[src/rtl/dsp_arb_pkg.sv]
// dsp_arb_pkg: shared constants, id sizing helper and tag type for dsp_add_arbiter
package dsp_arb_pkg;

   localparam int DSP_ADD_LAT_DEFAULT = 2;

   function automatic int id_width(input int n);
      return (n <= 2) ? 1 : $clog2(n);
   endfunction

   typedef struct packed {
      logic        valid;
      logic [15:0] id;
   } tag_t;

endpackage

[src/rtl/dsp_add.sv]
// dsp_add: pipelined unsigned adder, y = a + b after lat clock cycles (no reset on data)
module dsp_add #(
   parameter int width = 24,
   parameter int lat   = 2
) (
   input  logic             clock,
   input  logic [width-1:0] a,
   input  logic [width-1:0] b,
   output logic [width-1:0] y
);

   logic [width-1:0] pipe [lat];

   // sum in the first stage, then delay through the remaining stages
   always_ff @(posedge clock) begin
      pipe[0] <= a + b;
      for (int i = 1; i < lat; i++) pipe[i] <= pipe[i-1];
   end

   assign y = pipe[lat-1];

endmodule

[src/rtl/rr_arbiter.sv]
// rr_arbiter: round-robin one-hot grant starting at ptr, ptr moves past each winner
module rr_arbiter
   import dsp_arb_pkg::*;
#(
   parameter int NREQ = 4
) (
   input  logic                          clock,
   input  logic                          reset,
   input  logic [NREQ-1:0]               req,
   output logic [NREQ-1:0]               grant,
   output logic [id_width(NREQ)-1:0]     grant_id,
   output logic                          grant_valid
);

   localparam int IW = id_width(NREQ);

   logic [IW-1:0] ptr;

   // first requester at or after ptr, wrapping; nothing granted while in reset
   always_comb begin
      grant       = '0;
      grant_id    = '0;
      grant_valid = 1'b0;
      for (int k = 0; k < NREQ; k++) begin
         if (reset && !grant_valid && req[(int'(ptr) + k) % NREQ]) begin
            grant[(int'(ptr) + k) % NREQ] = 1'b1;
            grant_id    = IW'((int'(ptr) + k) % NREQ);
            grant_valid = 1'b1;
         end
      end
   end

   // pointer advances to the requester after the winner, holds when idle
   always_ff @(posedge clock) begin
      if (!reset)
         ptr <= '0;
      else if (grant_valid)
         ptr <= (int'(grant_id) == NREQ - 1) ? '0 : grant_id + 1'b1;
   end

endmodule

[src/rtl/dsp_add_arbiter.sv]
// dsp_add_arbiter: NREQ requesters share one pipelined dsp_add; optional DSP_ADD_ARBITER_STATS_EN adds grant counters
module dsp_add_arbiter
   import dsp_arb_pkg::*;
#(
   parameter int NREQ    = 4,
   parameter int WIDTH   = 24,
   parameter int DSP_LAT = DSP_ADD_LAT_DEFAULT
) (
   input  logic                          clock,
   input  logic                          reset,
   input  logic [NREQ-1:0]               req_valid,
   output logic [NREQ-1:0]               req_ready,
   input  logic [NREQ*WIDTH-1:0]         req_a,
   input  logic [NREQ*WIDTH-1:0]         req_b,
   output logic                          rsp_valid,
   output logic [id_width(NREQ)-1:0]     rsp_id,
   output logic [WIDTH-1:0]              rsp_y,
   output logic                          busy
`ifdef DSP_ADD_ARBITER_STATS_EN
   ,
   output logic [NREQ*32-1:0]            stat_grants
`endif
);

   localparam int IW = id_width(NREQ);

   logic [IW-1:0]    gnt_id;
   logic             gnt_v;
   logic [WIDTH-1:0] sel_a, sel_b;
   logic             iss_v;
   logic [IW-1:0]    iss_id;
   logic [WIDTH-1:0] iss_a, iss_b;
   tag_t             tag [DSP_LAT];
   logic             unused_id_hi;

   rr_arbiter #(.NREQ(NREQ)) u_arb (
      .clock       (clock),
      .reset       (reset),
      .req         (req_valid),
      .grant       (req_ready),
      .grant_id    (gnt_id),
      .grant_valid (gnt_v)
   );

   // operand mux driven by the one-hot grant
   always_comb begin
      sel_a = '0;
      sel_b = '0;
      for (int i = 0; i < NREQ; i++) begin
         if (req_ready[i]) begin
            sel_a = req_a[i*WIDTH +: WIDTH];
            sel_b = req_b[i*WIDTH +: WIDTH];
         end
      end
   end

   // issue valid: only this and the tag valids need reset
   always_ff @(posedge clock) begin
      if (!reset)
         iss_v <= 1'b0;
      else
         iss_v <= gnt_v;
   end

   // issue data feeds the adder the cycle after the transfer
   always_ff @(posedge clock) begin
      iss_a  <= sel_a;
      iss_b  <= sel_b;
      iss_id <= gnt_id;
   end

   dsp_add #(.width(WIDTH), .lat(DSP_LAT)) u_add (
      .clock (clock),
      .a     (iss_a),
      .b     (iss_b),
      .y     (rsp_y)
   );

   // tag shift register tracks the adder pipeline so stale sums never look valid
   always_ff @(posedge clock) begin
      if (!reset) begin
         for (int i = 0; i < DSP_LAT; i++) tag[i] <= '0;
      end else begin
         tag[0] <= {iss_v, 16'(iss_id)};
         for (int i = 1; i < DSP_LAT; i++) tag[i] <= tag[i-1];
      end
   end

   // busy while anything sits in the issue register or the tag pipeline
   always_comb begin
      busy = iss_v;
      for (int i = 0; i < DSP_LAT; i++) busy = busy | tag[i].valid;
   end

   assign rsp_valid    = tag[DSP_LAT-1].valid;
   assign rsp_id       = tag[DSP_LAT-1].id[IW-1:0];
   assign unused_id_hi = ^tag[DSP_LAT-1].id[15:IW];

`ifdef DSP_ADD_ARBITER_STATS_EN
   // per-requester saturating transfer counters
   always_ff @(posedge clock) begin
      if (!reset) begin
         stat_grants <= '0;
      end else begin
         for (int i = 0; i < NREQ; i++)
            if (req_ready[i] && stat_grants[i*32 +: 32] != 32'hFFFF_FFFF)
               stat_grants[i*32 +: 32] <= stat_grants[i*32 +: 32] + 32'd1;
      end
   end
`endif

endmodule

[config.mk]
export PLATFORM = sky130hd
export DESIGN_NAME = dsp_add_arbiter
export DESIGN_NICKNAME = d
export VERILOG_FILES = /design/src/rtl/dsp_arb_pkg.sv /design/src/rtl/dsp_add.sv /design/src/rtl/rr_arbiter.sv /design/src/rtl/dsp_add_arbiter.sv
export SDC_FILE = /design/constraint.sdc
export NUM_CORES = 1
export LEC_CHECK = 0
export ABC_AREA = 1
export ABC_CLOCK_PERIOD_IN_PS = 4500
export CAP_MARGIN = 20
export CORE_ASPECT_RATIO = 1.4
export CORE_MARGIN = 2
export CORE_UTILIZATION = 35
export DETAILED_ROUTE_END_ITERATION = 6
export PLACE_DENSITY = 0.66
export SLEW_MARGIN = 25
export SYNTH_ARGS = -nofsm -noshare
export SYNTH_HDL_FRONTEND = slang
export SYNTH_SLANG_ARGS = --single-unit
[constraint.sdc]
create_clock -name clock -period 4.5 [get_ports clock]
set_input_delay 1.35 -clock clock [delete_from_list [all_inputs] [get_ports clock]]
set_output_delay 1.35 -clock clock [all_outputs]
set_load 0.01 [all_outputs]
# Yosys cells after proc, flatten, opt, wreduce, memory -nomap -nowiden
# Memories as Yosys holds them, arrays and structs flattened.
# Index checks and enable logic that the tools add are counted.
# word_totals
ramBits	82
register_bits	53
out_inout_bits	32
memories	2
# memory_table
name	words	width	rd	rd_ports_with_merged_regs	wr	line_no	rtl
u_add.pipe	2	24	2	0	2	dsp_add.sv:12	logic [width-1:0] pipe [lat];
tag	2	17	2	0	2	dsp_add_arbiter.sv:33	tag_t tag [DSP_LAT];
# classes
eq_ne	1
n_bitwise	10
reduce_logical	17
n_lt_le_gt_ge	8
muxes	44
n_addsub	5
# op_table
operator	count
24-bit 2-to-1 mux	8
17-bit 2-to-1 mux	2
24-bit adder	1
1-bit 2-to-1 mux	17
4-bit 2-to-1 mux	4
3-bit by 4-bit < comparator with 1-bit output, second input constant	3
4-bit OR	3
1-bit logical AND	11
2-bit 2-to-1 mux	5
3-bit by 1-bit greater-or-equal comparator with 1-bit output, second input constant	3
1-bit binary-select mux with 2-bit select	4
1-bit demux with 2-bit select	4
2-bit OR reduction	3
2-bit by 1-bit adder with 2-bit output, second input constant	2
2-bit adder, second input constant	2
1-bit OR	4
1-bit bitwise AND, first input constant	3
1-bit zero test	3
2-bit by 3-bit < comparator with 1-bit output, second input constant	1
2-bit by 1-bit equality test with 1-bit output, second input constant	1
2-bit by 1-bit greater-or-equal comparator with 1-bit output, second input constant	1

# Depth between registers and ports, before layout
# Gate-level depths: netlist of the first run.
# depth
word_depth	20
mapped_depth	17

# Hierarchy
# From an unflattened synthesis of the first run, not the netlist that was laid out.
# unflattened
hier_cells	997
hier_area_um2	6537.5
# modules_own_cells
module	n_inst	area_each_um2	cells_each
dsp_add_arbiter	1	3145.5	496
dsp_add	1	2905.3	426
rr_arbiter	1	486.7	75

# Least setup slack after synthesis of the first run
# Ideal clock, no wire load.
# synth_timing
path_type	in2out
from	input reset
to	output req_ready[3]
t_required_ns	3.150
stages	6
setup_slack_ns	0.797
n_path_buf	2
arrival_ns	2.353
path_cell_list	clkbuf_1 > nand4_4 > nor2_8 > nand2_1 > nand4_2 > buf_2
# synth_between
elab_chain_cells	14
word_cells_on_any_way	20
classes_between	mux (7); bitwise (3); reduce/logical (10)
# synth_lines
element	line_no	rtl
start, declared	dsp_add_arbiter.sv:10	input logic reset,
1-bit logical AND	rr_arbiter.sv:25	if (reset && !grant_valid && req[(int'(ptr) + k) % NREQ]) begin
1-bit 2-to-1 mux	rr_arbiter.sv:25	
1-bit zero test	rr_arbiter.sv:25	
1-bit logical AND (2 in series)	rr_arbiter.sv:25	
1-bit 2-to-1 mux	rr_arbiter.sv:25	
1-bit zero test	rr_arbiter.sv:25	
1-bit logical AND (2 in series)	rr_arbiter.sv:25	
1-bit 2-to-1 mux	rr_arbiter.sv:25	
1-bit zero test	rr_arbiter.sv:25	
1-bit logical AND (2 in series)	rr_arbiter.sv:25	
4-bit 2-to-1 mux *	rr_arbiter.sv:25	
end, declared	dsp_add_arbiter.sv:12	output logic [NREQ-1:0] req_ready,
# Every way passes the cells marked *; elsewhere a longest branch is shown, timed or not.

# Worst setup path after layout of the first run
# layout_timing
from	input req_valid[3]
to	output req_ready[3]
# layout_between
elab_chain_cells	16
word_cells_on_any_way	31
classes_between	mux (18); bitwise (3); reduce/logical (10)
# layout_lines
element	line_no	rtl
start, declared	dsp_add_arbiter.sv:11	input logic [NREQ-1:0] req_valid,
1-bit binary-select mux with 2-bit select	rr_arbiter.sv:25	
1-bit 2-to-1 mux (not written as such)	rr_arbiter.sv:25	
1-bit logical AND	rr_arbiter.sv:25	
1-bit 2-to-1 mux	rr_arbiter.sv:25	
1-bit zero test	rr_arbiter.sv:25	
1-bit logical AND (2 in series)	rr_arbiter.sv:25	
1-bit 2-to-1 mux	rr_arbiter.sv:25	
1-bit zero test	rr_arbiter.sv:25	
1-bit logical AND (2 in series)	rr_arbiter.sv:25	
1-bit 2-to-1 mux	rr_arbiter.sv:25	
1-bit zero test	rr_arbiter.sv:25	
1-bit logical AND (2 in series)	rr_arbiter.sv:25	
4-bit 2-to-1 mux *	rr_arbiter.sv:25	
# Every way passes the cells marked *; elsewhere a longest branch is shown, timed or not. The select of a mux whose other input is x is not followed.

==> results of run 1 <==
==> cells in the mapped netlist, types with 2 or more instances <==
master    count
a211oi_1      2
a21o_1        2
a21oi_1     125
buf_2        21
buf_4        34
buf_6         6
clkbuf_1      6
dfxtp_1     107
ha_1         30
inv_1        36
inv_2         2
nand2_1     278
nand2_2       5
nand3_1      76
nand4_1       4
nor2_1       68
nor3_1        4
o21ai_0      16
o21bai_1      3
xnor2_1       7
xor2_1       16
==> registers in the layout, indices dropped and copies added (netlist names), named ones only <==
name,flops
tag,6
u_add.pipe,48
iss_id,2
iss_b,24
u_arb.ptr,1
iss_a,24
iss_v,1
==> layer usage <==
metal	track usage, %	vias up
met5	0	-
met4	7.956	0
met3	4.111	40
met2	37.27	176
met1	23.82	2653
li1	-	3146
==> where the power goes <==
part / total (mW) / switching (mW) / internal (mW)
Sequential: 1.49 / 0.111 / 1.38
Clock: 0.748 / 0.363 / 0.385
Combinational: 2.70 / 1.62 / 1.08
==> critical path, delay by kind of cell <==
kind | cells | cell delay [ps]
buf+inv | 3 | 850
simple gates | 7 | 760
==> cells by family (layout without fill, tap and decap cells) <==
kind of cell    Yosys count  after routing  synth area share, %
xor+xnor                 23             23                3.378
buf+inv                 106            301                10.01
fa+ha+maj                31             31                6.630
flops                   107            107                35.92
simple gates            441            441                30.80
compound gates          152            152                13.26
==> through the flow <==
step	cell area (um^2)	power, mW	utilization [%]	std cells
after floorplan	5963	3.393	-	860
after global placement	8207	4.195	49.01	1242
after detailed placement	8207	4.220	49.01	1242
after CTS	8496	4.979	50.73	1258
after global routing	8496	5.361	50.73	1258
final	8496	4.938	50.73	1258
==> timing repair <==
| action | in CTS | in global routing |
|---|---|---|
| endpoints found under the setup margin | 4 | 0 |
| resized for setup | 7 | 0 |
| buffers inserted | 0 | 0 |
==> area by class of cell <==
class	instances	area, um^2	share of cell area (%)
multi-input cells	647	3248	38.23
repair buffers	247	2422	28.51
flip-flops and latches	107	2142	25.21
well taps	203	254.0	2.990
clock buffers	9	225.2	2.651
inverters	38	142.6	1.679
clock inverters	7	61.31	0.7216
==> worst paths after layout <==
| path | start | to | slack, ps | cells past startpoint |
|---|---|---|---|---|
| min reg2reg | u_add.pipe[0][16] | u_add.pipe[0][40] | 330 | 0 |
| max | req_valid[3] | req_ready[3] | 170 | 10 |
| min | u_add.pipe[0][16] | u_add.pipe[0][40] | 330 | 0 |
| max reg2reg | u_arb.ptr[1] | iss_a[16] | 1420 | 16 |
==> load_flow_metrics.sql, run 1 <==
INSERT INTO impl_metrics (metric_group, metric, value, unit) VALUES
('synthesis', 'synth_top_area_cell', 'dfxtp_1', ''),
('routing', 'met3WireLength', '901', 'um'),
('global_route', 'grt_pass1_vias', '5872', ''),
('cts', 'tritoncts', 'built', ''),
('die', 'design.portCount', '230', ''),
('synthesis', 'synth.top_cells.by_area', 'dfxtp_1, nand2_1, a21oi_1, nand3_1, ha_1', ''),
('routing', 'finalWirelength', '18850', 'um'),
('layout', 'fillers', '1664', ''),
('global_route', 'grt_start_max_net_pins', '97', ''),
('die', 'floorplan.die.width', '114.3', 'um'),
('sta', 'maximum_clock_frequency', '0.2311', 'GHz'),
('layout', 'flow.area_growth_from_synthesis', '42.47', '%'),
('synthesis', 'postSynthCellCount', '860', ''),
('critical_path', 'worstSetupPathType', 'in2out', ''),
('placement', 'preCtsSetupSlack', '-121.6', 'ps'),
('sta', 'finalHoldWorstSlack', '327.5', 'ps'),
('sta', 'rsz0062_at_grt', 'false', ''),
('die', 'core_region_area', '16750', 'um^2'),
('synthesis', 'synth_top_area_share', '35.92', '%'),
('die', 'initial_utilization', '35.61', '%'),
('routing', 'drt_pre_antenna_iters', '4', ''),
('routing', 'detail_route.drc_violations', '0', ''),
('routing', 'met2RoutedLength', '9794', 'um'),
('synthesis', 'ys_dominant_reg_cell', 'dfxtp_1', ''),
('status', 'outcome', 'finished, final reports clean', ''),
('critical_path', 'crit_arrival', '2980', 'ps'),
('routing', 'wl_per_cell', '14.98', 'um'),
('routing', 'drt_iter0_markers', '214', ''),
('sta', 'worstMarginPinSlew', '958.2', 'ps'),
('flow_run', 'maxCapViolations', '0', ''),
('routing', 'detail_route.wirelength.met1', '7572', 'um'),
('critical_path', 'crit_path_end_kind', 'output pin', ''),
('routing', 'postRouteAntennaNets', '0', ''),
('global_route', 'grt_pass1_wl', '29080', 'um'),
('critical_path', 'cp.required', '3150', 'ps'),
('global_route', 'grt_util_all_layers', '20.63', '%'),
('cts', 'cts.hold.buffers_added', '0', ''),
('synthesis', 'syn_nets', '1089', ''),
('die', 'rows', '56', ''),
('critical_path', 'critical_path.startpoint_type', 'input pin', ''),
('layout', 'fraction_of_layout_cells_with_a_size_suffix_above_1', '4.739', '%'),
('cts', 'clock_sink_count', '107', ''),
('power', 'worst_ir_drop_vdd', '0.0002127', 'V'),
('placement', 'numPortBuffers', '229', ''),
('synthesis', 'synth_cell_type_count', '33', ''),
('global_route', 'gr-total-overflow', '0', ''),
('power', 'power_per_cell_area', '581.3', 'nW/um^2'),
('die', 'dieArea', '18110', 'um^2'),
('worst_hold_path', 'min-delay-path-class', 'reg2reg', ''),
('synthesis', 'yosysWarningCount', '0', ''),
('placement', 'hpwlAfterDp', '14650', 'um'),
('critical_path', 'timing.critical_path.slowest_cell_delay', '430', 'ps'),
('critical_path', 'path_cells', 'clkdlybuf4s50_1 -> nand2_1 -> nand3_1 -> nand2_2 -> buf_4 -> nand3_2 -> nor2_4 -> nand2_1 -> nand4_4 -> dlygate4sd2_1', ''),
('routing', 'route.vias.total', '6015', ''),
('cts', 'cts_inserted_buffers', '9', ''),
('synthesis', 'synth_edf_count', '0', ''),
('sta', 'fin_worst_skew', '8.764', 'ps'),
('sta', 'max_slew_margin', '36.12', '%'),
('synthesis', 'synth.yosys.seq_area_share', '35.92', '%'),
('synthesis', 'synth-seq-cells', '107', ''),
('cts', 'cts-root-buf', 'clkbuf_16', ''),
('cts', 'clk-insertion-delay-late', '350', 'ps'),
('layout', 'diodes', '0', ''),
('global_route', 'grt_antenna_before_repair', '0', ''),
('layout', 'mostFrequentLayoutCell', 'nand2_1', ''),
('routing', 'routed_via_density', '4.781', ''),
('die', 'die_y', '158.4', 'um'),
('cts', 'htree_num_levels', '3', ''),
('sta', 'final_min_period_over_clock_period', '96.17', '%'),
('sta', 'setup_viol_count_final', '0', ''),
('power', 'leakage', '3.940', 'nW');
(Power assumes the default switching activity.)
==> run 2, diff against run 1 <==
- CORE_UTILIZATION: 35 -> 45
- CTS_CLUSTER_SIZE: unset -> 40
- PLACE_DENSITY: 0.66 -> 0.82
- SETUP_SLACK_MARGIN: unset -> 0.4
==> run 2 against run 1 <==
Clock skew increased by 4.5 ps. Clock power decreased by 5.7%. Total power increased by 0.35%. Routed wire length decreased by 2.1%. Die area decreased by 22%. Design area increased by 0.35%. Critical path depth increased by 2. Largest cell class unchanged. Register-to-register slack got worse by 320 ps. Sequential power about the same. Sequential share of layout area decreased by 0.074 points.
==> load_flow_metrics.sql, run 2 (same netlist as run 1, synthesis figures left out) <==
INSERT INTO impl_metrics (metric_group, metric, value, unit) VALUES
('routing', 'drt_iter0_markers', '331', ''),
('sta', 'fin_worst_skew', '13.31', 'ps'),
('critical_path', 'largest_fanout_on_the_critical_path', '8', ''),
('die', 'core_region_area', '12870', 'um^2'),
('worst_hold_path', 'min-delay-path-class', 'reg2reg', ''),
('die', 'dieArea', '14200', 'um^2'),
('cts', 'cts-root-buf', 'clkbuf_16', ''),
('cts', 'tritoncts', 'built', ''),
('routing', 'met3WireLength', '1093', 'um'),
('sta', 'setup_viol_count_final', '0', ''),
('cts', 'clock_path_buffers', '2', ''),
('critical_path', 'worstSetupPathType', 'reg2out', ''),
('die', 'floorplan.die.width', '101.3', 'um'),
('routing', 'postRouteAntennaNets', '0', ''),
('power', 'leakage', '4.002', 'nW'),
('die', 'die_y', '140.2', 'um'),
('die', 'design.portCount', '230', ''),
('routing', 'route.vias.total', '6269', ''),
('global_route', 'grt_antenna_before_repair', '1', ''),
('critical_path', 'crit_path_end_kind', 'output pin', ''),
('cts', 'htree_num_levels', '3', ''),
('sta', 'final-hold-violation-count', '0', ''),
('sta', 'worstMarginPinSlew', '929.9', 'ps'),
('die', 'initial_utilization', '46.32', '%'),
('routing', 'drt_pre_antenna_iters', '5', ''),
('layout', 'mostFrequentLayoutCells', 'nand2_1, clkdlybuf4s50_1, a21oi_1', ''),
('layout', 'mostFrequentLayoutCell', 'nand2_1', ''),
('critical_path', 'cp.required', '3150', 'ps'),
('sta', 'maximum_clock_frequency', '0.2516', 'GHz'),
('sta', 'rsz0062_at_grt', 'false', ''),
('critical_path', 'critical_path.startpoint_type', 'flop', ''),
('layout', 'biggest_regs', 'u_add.pipe: 48 flops, iss_a: 24 flops, iss_b: 24 flops', ''),
('sta', 'final_min_period_over_clock_period', '88.33', '%'),
('cts', 'cts_inserted_buffers', '9', ''),
('routing', 'detail_route.wirelength.met1', '7109', 'um'),
('sta', 'max_slew_margin', '38.01', '%'),
('global_route', 'grt_pass1_wl', '28190', 'um'),
('global_route', 'grt_start_max_net_pins', '97', ''),
('routing', 'wl_per_cell', '15.25', 'um'),
('layout', 'largest_reg_flops', '48', ''),
('routing', 'finalWirelength', '18450', 'um'),
('sta', 'final_max_slew_viol_count', '0', ''),
('routing', 'top_layer_used', 'met5', ''),
('placement', 'hpwlAfterDp', '13630', 'um'),
('layout', 'diodes', '0', ''),
('cts', 'clk_pin_slew', '70', 'ps'),
('layout', 'finalInstanceArea', '8526', 'um^2'),
('power', 'worst_ir_drop_vdd', '0.0003160', 'V'),
('status', 'outcome', 'finished, final reports clean', ''),
('layout', 'fillers', '1157', ''),
('critical_path', 'crit_arrival', '2630', 'ps'),
('global_route', 'grt_util_all_layers', '25.22', '%'),
('flow_run', 'maxCapViolations', '0', ''),
('placement', 'numPortBuffers', '229', ''),
('routing', 'detail_route.drc_violations', '0', ''),
('power', 'total_power', '4.956', 'mW'),
('sta', 'timing.final.crit_period', '3975', 'ps'),
('layout', 'top_register', 'u_add.pipe', ''),
('routing', 'met2RoutedLength', '9600', 'um'),
('cts', 'clock_sink_count', '107', ''),
('placement', 'place.gp.congestion', '0.9684', ''),
('cts', 'clk-insertion-delay-late', '340', 'ps'),
('global_route', 'grt_pass1_vias', '5908', ''),
('cts', 'cts.hold.buffers_added', '0', ''),
('layout', 'flow.area_growth_from_synthesis', '42.97', '%'),
('placement', 'post_dp_cell_area', '8122', 'um^2'),
('layout', 'finish.net_count', '1282', ''),
('layout', 'fraction_of_layout_cells_with_a_size_suffix_above_1', '6.812', '%'),
('die', 'rows', '49', ''),
('routing', 'routed_via_density', '5.181', ''),
('global_route', 'gr-total-overflow', '0', ''),
('power', 'power_per_cell_area', '581.2', 'nW/um^2');
[run 2: final timing paths]
| kind | depth (start not counted) | slack, ps | start | to |
|---|---|---|---|---|
| max | 12 | 520 | u_arb.ptr[1] | req_ready[2] |
| min | 0 | 330 | u_add.pipe[0][5] | u_add.pipe[0][29] |
| max reg2reg | 18 | 1100 | u_arb.ptr[1] | iss_b[3] |
| min reg2reg | 0 | 330 | u_add.pipe[0][5] | u_add.pipe[0][29] |
[run 2: what timing repair did]
action | 4_1_cts | 5_1_grt
setup endpoints to repair | 4 | 4
resized for setup | 30 | 17
setup buffers | 5 | 1
pin swaps | 7 | 3
[run 2: metal layers]
layer	global-route usage (%)	vias to the layer above
li1	-	3151
met1	28.87	2834
met2	44.72	234
met3	5.739	48
met4	9.744	2
met5	0	-
[run 2: area by class of cell]
cell class | instances | area, um^2 | share of cell area, %
multi-input cells | 647 | 3329 | 39.05
repair buffers | 250 | 2452 | 28.76
flip-flops and latches | 107 | 2143 | 25.14
clock buffers | 10 | 229.0 | 2.686
well taps | 153 | 191.4 | 2.245
inverters | 38 | 142.6 | 1.673
clock inverters | 5 | 37.54 | 0.4403
[run 2: per-stage QoR]
step                      util (%)  std cells  hold slack [ps]  worst slack [ps]  TNS (ps)
after floorplan                  -        860            309.6             796.5         0
after global placement       63.08       1189            310.0            -131.5    -328.5
after CTS                    65.76       1209            326.7             348.0         0
after detailed placement     63.08       1189            312.1            -205.9    -600.9
final                        66.22       1210            325.1             525.0         0
after global routing         66.22       1210            332.6             410.7         0
[run 2: report_power, final]
part,leakage [nW],total (mW),switching (mW),internal (mW)
Sequential,0.894,1.51,0.133,1.38
Clock,0.125,0.705,0.330,0.375
Combinational,2.98,2.74,1.63,1.11
Total,4.00,4.96,2.09,2.86
[run 2: worst max-delay path, stage by stage (launching register included)]
cell and delay (ps):
dfxtp_1 550, inv_1 260, ha_1 410, inv_1 180, nand3_2 140, inv_1 80, nor2_1 40, buf_4 140
nand3_1 60, nand2_1 90, a21oi_4 140, nand2_2 70, buf_6 120
==> run 3, diff against run 2 <==
- CORE_ASPECT_RATIO: 1.4 -> unset
- SLEW_MARGIN: 25 -> 10
==> run 3 against run 2 <==
Routed wire length fell by 0.46%. Die area barely moved. Non-clock buffer count rose by 1. Largest power group unchanged. Largest cell class unchanged. Sequential cell count did not move. Sequential power barely moved. Critical path type is now in2out. Clock-buffer cell count fell by 1.
==> load_flow_metrics.sql, run 3 (same netlist as run 1, synthesis figures left out) <==
INSERT INTO impl_metrics (metric_group, metric, value, unit) VALUES
('flow_run', 'maxCapViolations', '0', ''),
('critical_path', 'critPathMostFrequentCell', 'buf_4', ''),
('sta', 'final_min_period_over_clock_period', '88.27', '%'),
('routing', 'drt_iter0_markers', '325', ''),
('layout', 'largest_reg_flops', '48', ''),
('power', 'worst_ir_drop_vdd', '0.0003313', 'V'),
('global_route', 'grt_start_max_net_pins', '97', ''),
('cts', 'clk_pin_slew', '70', 'ps'),
('global_route', 'grt_pass1_wl', '28890', 'um'),
('critical_path', 'worstSetupPathType', 'in2out', ''),
('sta', 'final_max_slew_viol_count', '0', ''),
('critical_path', 'timing.critical_path.slowest_cell_delay', '250', 'ps'),
('placement', 'place.gp.congestion', '0.9263', ''),
('die', 'rows', '42', ''),
('layout', 'finish.utilization', '65.45', '%'),
('placement', 'preCtsSetupSlack', '-256.7', 'ps'),
('routing', 'detail_route.drc_violations', '0', ''),
('die', 'die_y', '119.1', 'um'),
('sta', 'worstMarginPinSlew', '931.4', 'ps'),
('layout', 'finish.net_count', '1283', ''),
('critical_path', 'crit_arrival', '2620', 'ps'),
('critical_path', 'crit_path_end_kind', 'output pin', ''),
('worst_hold_path', 'worst_hold_startpoint', 'u_add.pipe[0][16]', ''),
('global_route', 'gr-total-overflow', '0', ''),
('sta', 'fin_worst_skew', '11.04', 'ps'),
('global_route', 'grt_antenna_before_repair', '0', ''),
('sta', 'final.setup.worst_slack', '527.9', 'ps'),
('sta', 'final-hold-violation-count', '0', ''),
('critical_path', 'cp.required', '3150', 'ps'),
('sta', 'timing.final.crit_period', '3972', 'ps'),
('die', 'dieArea', '14190', 'um^2'),
('critical_path', 'largest_fanout_on_the_critical_path', '2', ''),
('cts', 'tritoncts', 'built', ''),
('critical_path', 'critical_path.startpoint_type', 'input pin', ''),
('critical_path', 'critical_path.startpoint', 'req_valid[0]', ''),
('cts', 'cts.hold.buffers_added', '0', ''),
('routing', 'finalWirelength', '18370', 'um'),
('status', 'outcome', 'finished, final reports clean', ''),
('routing', 'wl_per_cell', '14.87', 'um'),
('die', 'design.portCount', '230', ''),
('sta', 'rsz0062_at_grt', 'false', ''),
('sta', 'setup_total_negative_slack', '0', 'ps'),
('global_route', 'grt_util_all_layers', '25.80', '%'),
('critical_path', 'path_cells', 'dlygate4sd2_1 -> nand2_2 -> nand3_2 -> nand2_4 -> buf_4 -> nand3_4 -> nor2_4 -> buf_4 -> nand2_2 -> nand4_4 -> buf_4', ''),
('worst_hold_path', 'min-delay-path-class', 'reg2reg', ''),
('global_route', 'grt_pass1_vias', '5777', ''),
('cts', 'cts_inserted_buffers', '9', ''),
('cts', 'clock_sink_count', '107', ''),
('critical_path', 'worst_r2r_startpoint', 'u_arb.ptr[1]', ''),
('layout', 'diodes', '0', ''),
('routing', 'drt_pre_antenna_iters', '5', ''),
('sta', 'setup_viol_count_final', '0', ''),
('cts', 'cts-root-buf', 'clkbuf_16', ''),
('power', 'leakage', '3.993', 'nW'),
('placement', 'numPortBuffers', '229', ''),
('cts', 'htree_num_levels', '3', ''),
('routing', 'route.vias.total', '6249', ''),
('routing', 'routed_via_density', '5.060', ''),
('critical_path', 'regToRegSetupSlack', '1480', 'ps'),
('layout', 'mostFrequentLayoutCell', 'nand2_1', ''),
('die', 'floorplan.die.width', '119.1', 'um'),
('layout', 'top_register', 'u_add.pipe', ''),
('layout', 'flow.area_growth_from_synthesis', '43.62', '%'),
('cts', 'clk-insertion-delay-late', '340', 'ps'),
('layout', 'fraction_of_layout_cells_with_a_size_suffix_above_1', '6.421', '%'),
('sta', 'maximum_clock_frequency', '0.2518', 'GHz'),
('layout', 'mostFrequentLayoutCells', 'nand2_1, clkdlybuf4s50_1, a21oi_1', ''),
('routing', 'postRouteAntennaNets', '0', ''),
('critical_path', 'crit_slowest_cell', 'dlygate4sd2_1', ''),
('die', 'core_region_area', '13090', 'um^2'),
('power', 'power_per_cell_area', '592.7', 'nW/um^2'),
('layout', 'biggest_regs', 'u_add.pipe: 48 flops, iss_a: 24 flops, iss_b: 24 flops', ''),
('placement', 'post_dp_cell_area', '8173', 'um^2'),
('cts', 'clock_path_buffers', '2', ''),
('layout', 'finalInstanceArea', '8564', 'um^2'),
('placement', 'hpwlAfterDp', '13880', 'um'),
('die', 'initial_utilization', '45.57', '%'),
('sta', 'max_slew_margin', '37.91', '%');
run 3: changes by cell type in the layout (fill, tap and decap cells not counted), sizes merged, moves of 2 or more:
| cell | change |
|---|---|
| clkinvlp | -2 |
| dlymetal6s2s | -4 |
| dlygate4sd2 | +4 |
| clkinv | +2 |
run 3: stage by stage:
stage	hold WS, ps	std cells	total power, mW
after detailed placement	312.1	1215	4.208
after floorplan	309.6	860	3.393
final	328.4	1235	5.076
after global routing	331.9	1235	5.490
after global placement	309.6	1215	4.164
after CTS	328.0	1235	5.078
run 3: power by group:
group	internal (mW)	switching [mW]
combinational	1.11	1.64
sequential	1.38	0.132
clock	0.443	0.367
total	2.94	2.14
run 3: critical path, delay by kind of cell:
| kind | cells | cell delay (ps) |
|---|---|---|
| buf+inv | 4 | 630 |
| simple gates | 7 | 630 |
run 3: cell type report:
| type | count | area (um^2) |
|---|---|---|
| repair buffers | 251 | 2456 |
| well taps | 176 | 220.2 |
| multi-input cells | 647 | 3294 |
| fillers | 1130 | 4521 |
| inverters | 38 | 142.6 |
| flip-flops and latches | 107 | 2142 |
| clock buffers | 9 | 225.2 |
| clock inverters | 7 | 83.83 |
run 3: per-layer routing:
metal  global-route usage [%]  wire (um)  vias to the layer above
met5                        0          0                        -
met4                    7.440        495                        0
met3                    6.418       1337                       38
met2                    43.57       8896                      233
met1                    32.57       7638                     2819
li1                         -          -                     3159
run 3: final timing paths:
check	to	depth (start not counted)
hold / removal	u_add.pipe[0][40]	0
setup / recovery	req_ready[3]	11
setup reg to reg	iss_b[4]	14
hold reg to reg	u_add.pipe[0][40]	0
run 3: what timing repair did:
action	in CTS	in global routing
pin swaps	5	0
endpoints found under the hold margin	0	0
endpoints found under the setup margin	4	4
gates resized for setup	35	3
setup buffers	4	0
==> patch, RTL diff (settings of run 1) <==
`NREQ` is set to 4 in 2 places; all go to 2.
--- a/src/rtl/rr_arbiter.sv
+++ b/src/rtl/rr_arbiter.sv
@@ -2,7 +2,7 @@
 module rr_arbiter
    import dsp_arb_pkg::*;
 #(
-   parameter int NREQ = 4
+   parameter int NREQ = 2
 ) (
    input  logic                          clock,
    input  logic                          reset,
--- a/src/rtl/dsp_add_arbiter.sv
+++ b/src/rtl/dsp_add_arbiter.sv
@@ -2,7 +2,7 @@
 module dsp_add_arbiter
    import dsp_arb_pkg::*;
 #(
-   parameter int NREQ    = 4,
+   parameter int NREQ    = 2,
    parameter int WIDTH   = 24,
    parameter int DSP_LAT = DSP_ADD_LAT_DEFAULT
 ) (
Interface: changed (5 resized); port bits go from 230 to 129. The function was not compared with the original's and may differ.
==> patch against run 1 <==
Wire length is 46% lower. Worst hold slack worse by 0.0018 ns. Setup slack better by 0.15 ns. Sequential cell count is 4 lower. Clock skew is 0.0013 ns lower. Critical path depth is 6 lower. Highest routed layer unchanged. Critical path type unchanged. First-iteration DRC count is 46% lower. Design area is 29% lower. Final cell count is 36% lower. Non-clock buffer count is 117 lower. Synthesized area is 25% lower. Fmax is 3.5% higher.
Power is not compared: it rests on default switching activity, and its combinational part moved more than twofold at a synthesized area within 25%.
==> patch: results <==
export IMPL_fin_nets=780
export IMPL_route_met3_wl_um=545
export IMPL_wl_met1_um=3961
export IMPL_cts_buffer_depth=2
export IMPL_reg2reg_depth=9
export IMPL_vias=3679
export IMPL_grtUsageTotal=0.1514
export IMPL_cts_buffers=9
export IMPL_cts_resized=0
export IMPL_power_switching_w=0.0005059
export IMPL_place_worst_setup_slack_ns=0.3253
export IMPL_crit_arrival_ns=2.83
export IMPL_io_buffer_count=128
export IMPL_vias_per_cell=4.542
export IMPL_cts_setup_buffers=0
export IMPL_met2_length_um=5369
export IMPL_dp_hpwl_um=8358
export IMPL_drive_above_1_share=0.03333
export IMPL_place_gp_congestion=0.9015
export IMPL_htree_levels=3
export IMPL_syn_num_nets=673
export IMPL_endpoint="req_ready[0]"
export IMPL_holdPathEnd="u_add.pipe[0][41]$_DFF_P_"
export IMPL_timing_rr_start="iss_a[0]$_DFF_P_"
export IMPL_synth_cell_type_count=23
export IMPL_grt_pass1_vias=3689
export IMPL_cp_slowest_cell="clkdlybuf4s50_1"
export IMPL_insertion_delay_ns=0.34
export IMPL_reg2reg_slack_ns=2.59
export IMPL_grt_max_degree=50
export IMPL_holdCritPathClass="reg2reg"
export IMPL_postPlaceCellArea_sq_um=5727
export IMPL_insertedDiodeCount=0
export IMPL_status="finished clean"
export IMPL_whs_ns=0.3256
export IMPL_skew_ns=0.007417
export IMPL_synthCells=549
export IMPL_ys_seq_area_frac=0.4599
export IMPL_synth_area_leaders="dfxtp_1, nand2_1, a22o_1"
export IMPL_cp_startpoint="reset"
export IMPL_path_delay_family="buffers and inverters"
export IMPL_wl_per_cell_um=12.45
export IMPL_reg2reg_to="u_add.pipe[0][12]$_DFF_P_"
export IMPL_min_delay_start="u_add.pipe[0][17]$_DFF_P_"
export IMPL_highest_layer="met4"
export IMPL_setup_ws_ns=0.3198
export IMPL_cp_max_fo=7
export IMPL_synth_commonest_cells="nand2_1, dfxtp_1, inv_1, a22o_1, buf_4"
export IMPL_critical_path_max_stage_delay_ns=0.61
export IMPL_drtIter0Drc=115
export IMPL_antenna_found_initial=0
export IMPL_fillCellCount=1213
export IMPL_dp_cells=795
export IMPL_holdPathStages=0
export IMPL_relSlewSlack=0.6791
export IMPL_grt_pass1_wl_um=16220
patch: cell types whose count changed in the layout (fill, tap and decap cells not counted), moves of 6 or more:
cell,run 1,this run
nor2_1,66,26
ha_1,30,23
a21oi_1,125,15
nand2_1,277,165
a22o_1,0,48
nand3_1,76,23
buf_4,18,2
xnor2_1,7,1
o21ai_0,16,0
clkdlybuf4s50_1,225,128
inv_1,36,81
patch: metal layers:
| layer | up-vias | GRT usage |
|---|---|---|
| li1 | 1934 | - |
| met2 | 104 | 0.2827 |
| met1 | 1627 | 0.1630 |
| met4 | 0 | 0.06621 |
| met3 | 14 | 0.03276 |
| met5 | - | 0 |
patch: cells by family (layout without fill, tap and decap cells):
| family | Yosys count | count (layout) | share of synthesized area |
|---|---|---|---|
| AOI/OAI and AO/OA | 66 | 66 | 0.1161 |
| xor gates and xnor gates | 13 | 13 | 0.02540 |
| DFF | 103 | 103 | 0.4600 |
| buffers and inverters | 115 | 226 | 0.1248 |
| adders and majority gates | 24 | 24 | 0.06866 |
| and+or+nand+nor | 228 | 228 | 0.2051 |
patch: power groups by stage:
| stage | Clock, W | Sequential (W) | Combinational (W) |
|---|---|---|---|
| floorplan | 0 | 0.00106 | 0.000224 |
| global placement | 0 | 0.00106 | 0.000374 |
| detailed placement | 0 | 0.00107 | 0.000379 |
| CTS | 0.000739 | 0.00105 | 0.000380 |
| global route | 0.000781 | 0.00106 | 0.000412 |
| finish | 0.000719 | 0.00104 | 0.000375 |
patch: cell type report:
cell class / instances / area [sq um] / area share
tap: 150 / 187.7 / 0.03124
inverter: 81 / 304.0 / 0.05060
timing repair buffer: 130 / 1296 / 0.2157
clock buffer: 11 / 252.7 / 0.04207
sequential: 103 / 2062 / 0.3432
multi-input combinational: 331 / 1877 / 0.3124
clock inverter: 4 / 28.78 / 0.004790
